[src/rtl/fft_stage_sequencer_if.sv]
// Block-level and stage-core handshake bundle for fft_stage_sequencer.
// master = sequencer side, slave = wrapper/core side.
interface fft_stage_sequencer_if #(
  parameter int IDX_W = 4
);
  logic             ap_start;
  logic             ap_ready;
  logic             ap_done;
  logic             ap_idle;
  logic             ap_continue;
  logic [IDX_W-1:0] cfg_num_stages;
  logic             stg_start;
  logic             stg_ready;
  logic             stg_done;
  logic [IDX_W-1:0] stg_idx;
  logic             src_bank;
  logic             dst_bank;
  logic             out_bank;

  modport master (
    input  ap_start,
    input  ap_continue,
    input  cfg_num_stages,
    input  stg_ready,
    input  stg_done,
    output ap_ready,
    output ap_done,
    output ap_idle,
    output stg_start,
    output stg_idx,
    output src_bank,
    output dst_bank,
    output out_bank
  );

  modport slave (
    output ap_start,
    output ap_continue,
    output cfg_num_stages,
    output stg_ready,
    output stg_done,
    input  ap_ready,
    input  ap_done,
    input  ap_idle,
    input  stg_start,
    input  stg_idx,
    input  src_bank,
    input  dst_bank,
    input  out_bank
  );
endinterface

[src/rtl/fft_stage_sequencer.sv]
// Runs the log2(N) radix-2 passes of one FFT frame on the stage core.
// Optional FFT_SEQ_PERF_EN adds perf_cycles / perf_stall counters.
module fft_stage_sequencer #(
  parameter int LOG2N = 10,
  parameter int IDX_W = 4
) (
  input  logic                  ap_clk,
  input  logic                  ap_rst_n,
  fft_stage_sequencer_if.master bus
`ifdef FFT_SEQ_PERF_EN
  ,
  output logic [31:0]           perf_cycles,
  output logic [31:0]           perf_stall
`endif
);

  typedef enum logic [1:0] {
    IDLE,
    ISSUE,
    WAIT,
    FIN
  } state_t;

  localparam logic [IDX_W-1:0] MAX_N = IDX_W'(LOG2N);
  localparam logic [IDX_W-1:0] ONE   = IDX_W'(1);

  state_t           state_q, state_d;
  logic [IDX_W-1:0] n_q, n_d;
  logic [IDX_W-1:0] idx_q, idx_d;
  logic             src_q, src_d;
  logic             dst_q, dst_d;
  logic             out_q, out_d;
  logic             start_q, start_d;
  logic             ready_q, ready_d;
  logic             done_q, done_d;
  logic             idle_q, idle_d;

  logic [IDX_W-1:0] n_cfg;
  logic             last;
  logic             advance;

  assign n_cfg = (bus.cfg_num_stages > MAX_N) ?
                 MAX_N : bus.cfg_num_stages;
  assign last  = (idx_q == n_q - ONE);

  // State and registered outputs; sync active-low reset.
  always_ff @(posedge ap_clk) begin
    if (!ap_rst_n) begin
      state_q <= IDLE;
      n_q     <= '0;
      idx_q   <= '0;
      src_q   <= 1'b0;
      dst_q   <= 1'b1;
      out_q   <= 1'b0;
      start_q <= 1'b0;
      ready_q <= 1'b0;
      done_q  <= 1'b0;
      idle_q  <= 1'b1;
    end else begin
      state_q <= state_d;
      n_q     <= n_d;
      idx_q   <= idx_d;
      src_q   <= src_d;
      dst_q   <= dst_d;
      out_q   <= out_d;
      start_q <= start_d;
      ready_q <= ready_d;
      done_q  <= done_d;
      idle_q  <= idle_d;
    end
  end

  // Next state and next registered outputs.
  always_comb begin
    state_d = state_q;
    n_d     = n_q;
    idx_d   = idx_q;
    src_d   = src_q;
    out_d   = out_q;
    start_d = start_q;
    ready_d = 1'b0;
    done_d  = done_q;
    idle_d  = idle_q;
    advance = 1'b0;
    unique case (state_q)
      IDLE: begin
        if (bus.ap_start) begin
          n_d     = n_cfg;
          ready_d = 1'b1;
          idx_d   = '0;
          src_d   = 1'b0;
          idle_d  = 1'b0;
          if (n_cfg == '0) begin
            // done shows on the first FIN edge
            state_d = FIN;
            out_d   = 1'b0;
          end else begin
            state_d = ISSUE;
            start_d = 1'b1;
          end
        end
      end
      ISSUE: begin
        if (bus.stg_ready) begin
          start_d = 1'b0;
          state_d = WAIT;
          advance = bus.stg_done;
        end
      end
      WAIT: begin
        advance = bus.stg_done;
      end
      FIN: begin
        done_d = 1'b1;
        if (done_q && bus.ap_continue) begin
          state_d = IDLE;
          done_d  = 1'b0;
          idle_d  = 1'b1;
        end
      end
      default: begin
        state_d = IDLE;
      end
    endcase
    if (advance) begin
      if (last) begin
        state_d = FIN;
        done_d  = 1'b1;
        out_d   = ~src_q;
      end else begin
        state_d = ISSUE;
        idx_d   = idx_q + ONE;
        src_d   = ~src_q;
        start_d = 1'b1;
      end
    end
    dst_d = ~src_d;
  end

  assign bus.ap_ready  = ready_q;
  assign bus.ap_done   = done_q;
  assign bus.ap_idle   = idle_q;
  assign bus.stg_start = start_q;
  assign bus.stg_idx   = idx_q;
  assign bus.src_bank  = src_q;
  assign bus.dst_bank  = dst_q;
  assign bus.out_bank  = out_q;

`ifdef FFT_SEQ_PERF_EN
  logic [31:0] cyc_q, cyc_d;
  logic [31:0] stall_q, stall_d;
  logic        busy;
  logic        stall;

  assign busy  = (state_q == ISSUE) || (state_q == WAIT);
  assign stall = start_q && !bus.stg_ready;

  // Perf counters; cleared with ap_ready, frozen outside busy states.
  always_ff @(posedge ap_clk) begin
    if (!ap_rst_n) begin
      cyc_q   <= '0;
      stall_q <= '0;
    end else begin
      cyc_q   <= cyc_d;
      stall_q <= stall_d;
    end
  end

  // Saturating increment / clear for the perf counters.
  always_comb begin
    cyc_d   = cyc_q;
    stall_d = stall_q;
    if (state_q == IDLE && bus.ap_start) begin
      cyc_d   = '0;
      stall_d = '0;
    end else begin
      if (busy && cyc_q != '1) begin
        cyc_d = cyc_q + 32'd1;
      end
      if (stall && stall_q != '1) begin
        stall_d = stall_q + 32'd1;
      end
    end
  end

  assign perf_cycles = cyc_q;
  assign perf_stall  = stall_q;
`endif

endmodule

[src/flat_wrapper.sv]
// flat-port wrapper written by rule: the top's interface ports become plain ports
module fft_stage_sequencer_flat 
#(
  parameter int LOG2N = 10,
  parameter int IDX_W = 4
)
  (ap_clk, ap_rst_n, bus_ap_start, bus_ap_continue, bus_cfg_num_stages, bus_stg_ready, bus_stg_done, bus_ap_ready, bus_ap_done, bus_ap_idle, bus_stg_start, bus_stg_idx, bus_src_bank, bus_dst_bank, bus_out_bank);
  fft_stage_sequencer_if #(.IDX_W(IDX_W)) bus_i ();
  input  logic ap_clk;
  input  logic ap_rst_n;
  input wire logic [$bits(bus_i.ap_start)-1:0] bus_ap_start;
  input wire logic [$bits(bus_i.ap_continue)-1:0] bus_ap_continue;
  input wire logic [$bits(bus_i.cfg_num_stages)-1:0] bus_cfg_num_stages;
  input wire logic [$bits(bus_i.stg_ready)-1:0] bus_stg_ready;
  input wire logic [$bits(bus_i.stg_done)-1:0] bus_stg_done;
  output wire logic [$bits(bus_i.ap_ready)-1:0] bus_ap_ready;
  output wire logic [$bits(bus_i.ap_done)-1:0] bus_ap_done;
  output wire logic [$bits(bus_i.ap_idle)-1:0] bus_ap_idle;
  output wire logic [$bits(bus_i.stg_start)-1:0] bus_stg_start;
  output wire logic [$bits(bus_i.stg_idx)-1:0] bus_stg_idx;
  output wire logic [$bits(bus_i.src_bank)-1:0] bus_src_bank;
  output wire logic [$bits(bus_i.dst_bank)-1:0] bus_dst_bank;
  output wire logic [$bits(bus_i.out_bank)-1:0] bus_out_bank;
  assign bus_i.ap_start = bus_ap_start;
  assign bus_i.ap_continue = bus_ap_continue;
  assign bus_i.cfg_num_stages = bus_cfg_num_stages;
  assign bus_i.stg_ready = bus_stg_ready;
  assign bus_i.stg_done = bus_stg_done;
  assign bus_ap_ready = bus_i.ap_ready;
  assign bus_ap_done = bus_i.ap_done;
  assign bus_ap_idle = bus_i.ap_idle;
  assign bus_stg_start = bus_i.stg_start;
  assign bus_stg_idx = bus_i.stg_idx;
  assign bus_src_bank = bus_i.src_bank;
  assign bus_dst_bank = bus_i.dst_bank;
  assign bus_out_bank = bus_i.out_bank;
  fft_stage_sequencer #(.LOG2N(LOG2N), .IDX_W(IDX_W)) u_core (.ap_clk(ap_clk), .ap_rst_n(ap_rst_n), .bus(bus_i));
endmodule
[config.mk]
export PLATFORM = sky130hd
export DESIGN_NAME = fft_stage_sequencer_flat
export DESIGN_NICKNAME = d
export VERILOG_FILES = /design/src/rtl/fft_stage_sequencer_if.sv /design/src/rtl/fft_stage_sequencer.sv /design/src/flat_wrapper.sv
export SDC_FILE = /design/constraint.sdc
export NUM_CORES = 1
export LEC_CHECK = 0
export ABC_AREA = 0
export CORE_MARGIN = 5
export CORE_UTILIZATION = 40
export CTS_BUF_LIST = sky130_fd_sc_hd__clkbuf_2
export CTS_CLUSTER_DIAMETER = 200
export DETAILED_ROUTE_END_ITERATION = 16
export PLACE_DENSITY_LB_ADDON = 0.1
export SLEW_MARGIN = 20
export SYNTH_ARGS = -nofsm -noshare
export SYNTH_HDL_FRONTEND = slang
export SYNTH_SLANG_ARGS = --single-unit
export TNS_END_PERCENT = 30
[constraint.sdc]
create_clock -name ap_clk -period 1.7 [get_ports ap_clk]
set_input_delay 0.255 -clock ap_clk [delete_from_list [all_inputs] [get_ports ap_clk]]
set_output_delay 0.255 -clock ap_clk [all_outputs]
set_load 0.03 [all_outputs]
==> results.py <==
metrics = {
    "status": {
        "status": "finished clean",
    },
    "power": {
        "seqPwrFrac": 0.345,
        "p_comb_frac": 0.531,
        "leakage_nw": 0.600,
        "power_density_nw_per_um2": 1110,
        "peakVddDrop_uv": 790,
        "clkPwrFrac": 0.124,
        "intPower_uw": 909,
        "power_switching_uw": 599,
        "switching_share": 0.397,
    },
    "floorplanning": {
        "start_util": 0.409,
        "die_w_microns": 59.6,
        "rows": 18,
        "die-height_microns": 59.6,
        "design.core.area_sq_um": 2410,
        "io_pins": 21,
        "dieArea_sq_um": 3560,
    },
    "place": {
        "port_buffers": 20,
        "dp_slack_ns": -0.0641,
        "dpl.hpwl_microns": 1750,
        "place_inst": 171,
        "place_congestion": 0.829,
    },
    "timing": {
        "slew_viol_final": 0,
        "fin_setup_tns_ns": 0,
        "slew-limit-headroom": 0.724,
        "worst_pin_slew_ns": 0.412,
        "finalHoldViolations": 0,
        "skew_ns": 0.00556,
        "clock.fmax_ghz": 0.593,
        "setup_slack_ns": 0.0129,
        "rsz0062_at_grt": "true",
        "final.min_clock_period_ns": 1.69,
        "setup_viol": 0,
        "fin_crit_sh": 0.992,
    },
    "flow_run": {
        "drv_cap": 0,
    },
    "hold_path": {
        "hold_class": "reg -> reg",
    },
    "setup_path": {
        "worst-path-buf-inv": 1,
        "critPathArrivalTime_ns": 1.90,
        "cp_cell_sequence": "inv_1, ha_1, xor2_1, nand3_2, o21ai_2, mux2_2",
        "cp_slowest_stage_delay_ns": 0.36,
        "crit_family": "flip-flops",
        "startpoint_type": "flip-flop",
        "crit_slowest_cell": "dfxtp_1",
        "cp_max_fo": 4,
        "criticalPathCategory": "reg -> reg",
        "cp-end-kind": "flip-flop",
        "worstPathRequired_ns": 1.91,
    },
    "routing": {
        "drt_iter0_drc": 39,
        "vias_per_cell": 5.09,
        "postRouteAntennaNets": 0,
        "wl_per_cell_microns": 12.7,
        "drc": 0,
        "drt_first_pass_iters": 4,
        "vias": 891,
        "wirelength_microns": 2230,
    },
    "layout": {
        "final_cells": 175,
        "final_util": 0.563,
        "area_delta_synth_final_pct": 37.6,
        "n_fill_cell": 226,
        "layout-drive-gt1-share": 0.207,
        "nets": 162,
        "diodes": 0,
    },
    "synth": {
        "syn_area_sq_um": 986,
        "syn_area_per_cell_sq_um": 9.13,
        "ys_warn_count": 0,
        "syn_nets": 124,
        "yosysUniqueCellTypes": 40,
        "ys_seq_area_frac": 0.345,
        "ys_ff_latch": 17,
        "synth_cells": 108,
    },
    "clock_tree": {
        "cts-htree-levels": 1,
        "cts_buffer_depth": 2,
        "clkSinkCount": 17,
        "clkLatencyLatePin_ns": 0.29,
        "cts_tree": "built",
        "cts_resized": 4,
        "clkTransAtPathRegs_ns": 0.16,
        "cts_setup_buffers": 0,
        "hold_buffers": 0,
        "cts_buffers": 3,
        "cts_root_buf": "clkbuf_2",
    },
    "global_routing": {
        "grt_pass1_vias": 847,
        "grt_antenna_before_repair": 0,
        "grt.overflow.total": 0,
        "grt_pass1_wl_microns": 3670,
        "grt_use_total": 0.135,
        "grt_max_degree": 10,
    },
}
[per-layer routing]
layer / GRT usage / wire [microns]
met1: 0.166 / 1010
met2: 0.227 / 1140
met3: 0.0196 / 63
met4: 0.0665 / 15
met5: 0 / 0
[stage by stage]
stage | hold WS [ns] | instance area [sq um] | power, mW
6_report | 0.490 | 1360 | 1.51
2_1_floorplan | 0.400 | 986 | 1.04
4_1_cts | 0.493 | 1350 | 1.51
3_5_place_dp | 0.472 | 1330 | 1.32
5_1_grt | 0.539 | 1360 | 1.63
3_3_place_gp | 0.470 | 1330 | 1.32
[synth_stat cells, drive strengths merged]
cell,n,share of area
nor3b,2,0.015
xor2,2,0.018
and3b,2,0.018
and3,4,0.025
nand3,4,0.025
o22ai,1,0.0063
xnor3,1,0.023
and2,1,0.0063
nor2b,3,0.019
o2111ai,1,0.0089
o221ai,2,0.018
dfxtp,17,0.35
mux2,2,0.023
a21boi,3,0.023
inv,7,0.027
xnor2,2,0.025
a211oi,1,0.0076
o21ai,5,0.029
a311oi,1,0.0089
ha,6,0.076
a21bo,1,0.010
a41oi,1,0.0089
o31a,1,0.0089
nand2b,2,0.013
a31oi,1,0.0063
nor4,2,0.028
o21a,3,0.023
nand2,11,0.042
nor2,3,0.011
mux2i,2,0.020
clkbuf,3,0.011
or3,1,0.0063
a21oi,6,0.030
nor3,1,0.010
o31ai,3,0.023
[power by group through the flow]
| stage | sequential [mW] | clock (mW) | combinational (mW) |
|---|---|---|---|
| 2_1_floorplan | 0.589 | 0 | 0.455 |
| 3_3_place_gp | 0.525 | 0 | 0.790 |
| 3_5_place_dp | 0.528 | 0 | 0.796 |
| 4_1_cts | 0.518 | 0.198 | 0.796 |
| 5_1_grt | 0.531 | 0.219 | 0.882 |
| 6_report | 0.520 | 0.188 | 0.801 |
[worst min-delay path: cells and delay by family (launching register included)]
family | cells | cell delay (ns)
and+or+nand+nor | 1 | 0.05
AOI/OAI and AO/OA | 1 | 0.06
DFF | 1 | 0.35
[cell usage in the layout, fill, tap and decap left out, types with 2 or more instances in the layout]
cell type / instances
buf_4: 16
dfxtp_1: 16
clkdlybuf4s50_1: 15
nand2_1: 11
inv_1: 7
a21oi_1: 6
ha_1: 5
and3_1: 4
o21ai_0: 4
clkbuf_2: 4
dlygate4sd2_1: 4
a21boi_0: 3
nor2b_1: 3
o21a_1: 3
nand3_1: 3
o31ai_1: 3
xor2_1: 2
nor2_1: 2
mux2i_1: 2
nor3b_1: 2
o221ai_1: 2
nand2b_1: 2
and3b_1: 2
[state kept, by name, indices dropped and copies added (netlist names)]
name and count:
u_core.bus.ap_done 1, u_core.bus.ap_idle 1, u_core.bus.ap_ready 1, u_core.bus.dst_bank 1, u_core.bus.out_bank 1, u_core.bus.src_bank 1
u_core.bus.stg_idx 4, u_core.bus.stg_start 1, u_core.n_q 4, u_core.state_q 2
[cells by family (layout without fill, tap and decap cells)]
kind of cell	Yosys count	after routing	share of synthesized area
and+or+nand+nor	36	36	0.220
AOI/OAI and AO/OA	30	30	0.212
muxes	4	4	0.0431
DFF	17	17	0.345
adders and majority gates	6	6	0.0761
xor gates and xnor gates	5	5	0.0660
buffers and inverters	10	47	0.0381
[layout make-up]
| class | count | area (sq um) | share of cell area |
|---|---|---|---|
| tap | 30 | 37.5 | 0.0277 |
| inverter | 7 | 26.3 | 0.0194 |
| clock buffer | 4 | 20.0 | 0.0148 |
| multi-input combinational | 81 | 613 | 0.452 |
| timing repair buffer | 36 | 318 | 0.234 |
| sequential | 17 | 342 | 0.252 |
[final timing paths]
path | start | to | slack (ns) | cells past startpoint
max | u_core.n_q[0]$_SDFFE_PN0P_ | u_core.bus.src_bank$_SDFF_PN0_ | 0.01 | 6
min | u_core.n_q[3]$_SDFFE_PN0P_ | u_core.n_q[3]$_SDFFE_PN0P_ | 0.49 | 2
max reg2reg | u_core.n_q[0]$_SDFFE_PN0P_ | u_core.bus.src_bank$_SDFF_PN0_ | 0.01 | 6
min reg2reg | u_core.n_q[3]$_SDFFE_PN0P_ | u_core.n_q[3]$_SDFFE_PN0P_ | 0.49 | 2
(Power assumes the default switching activity.)
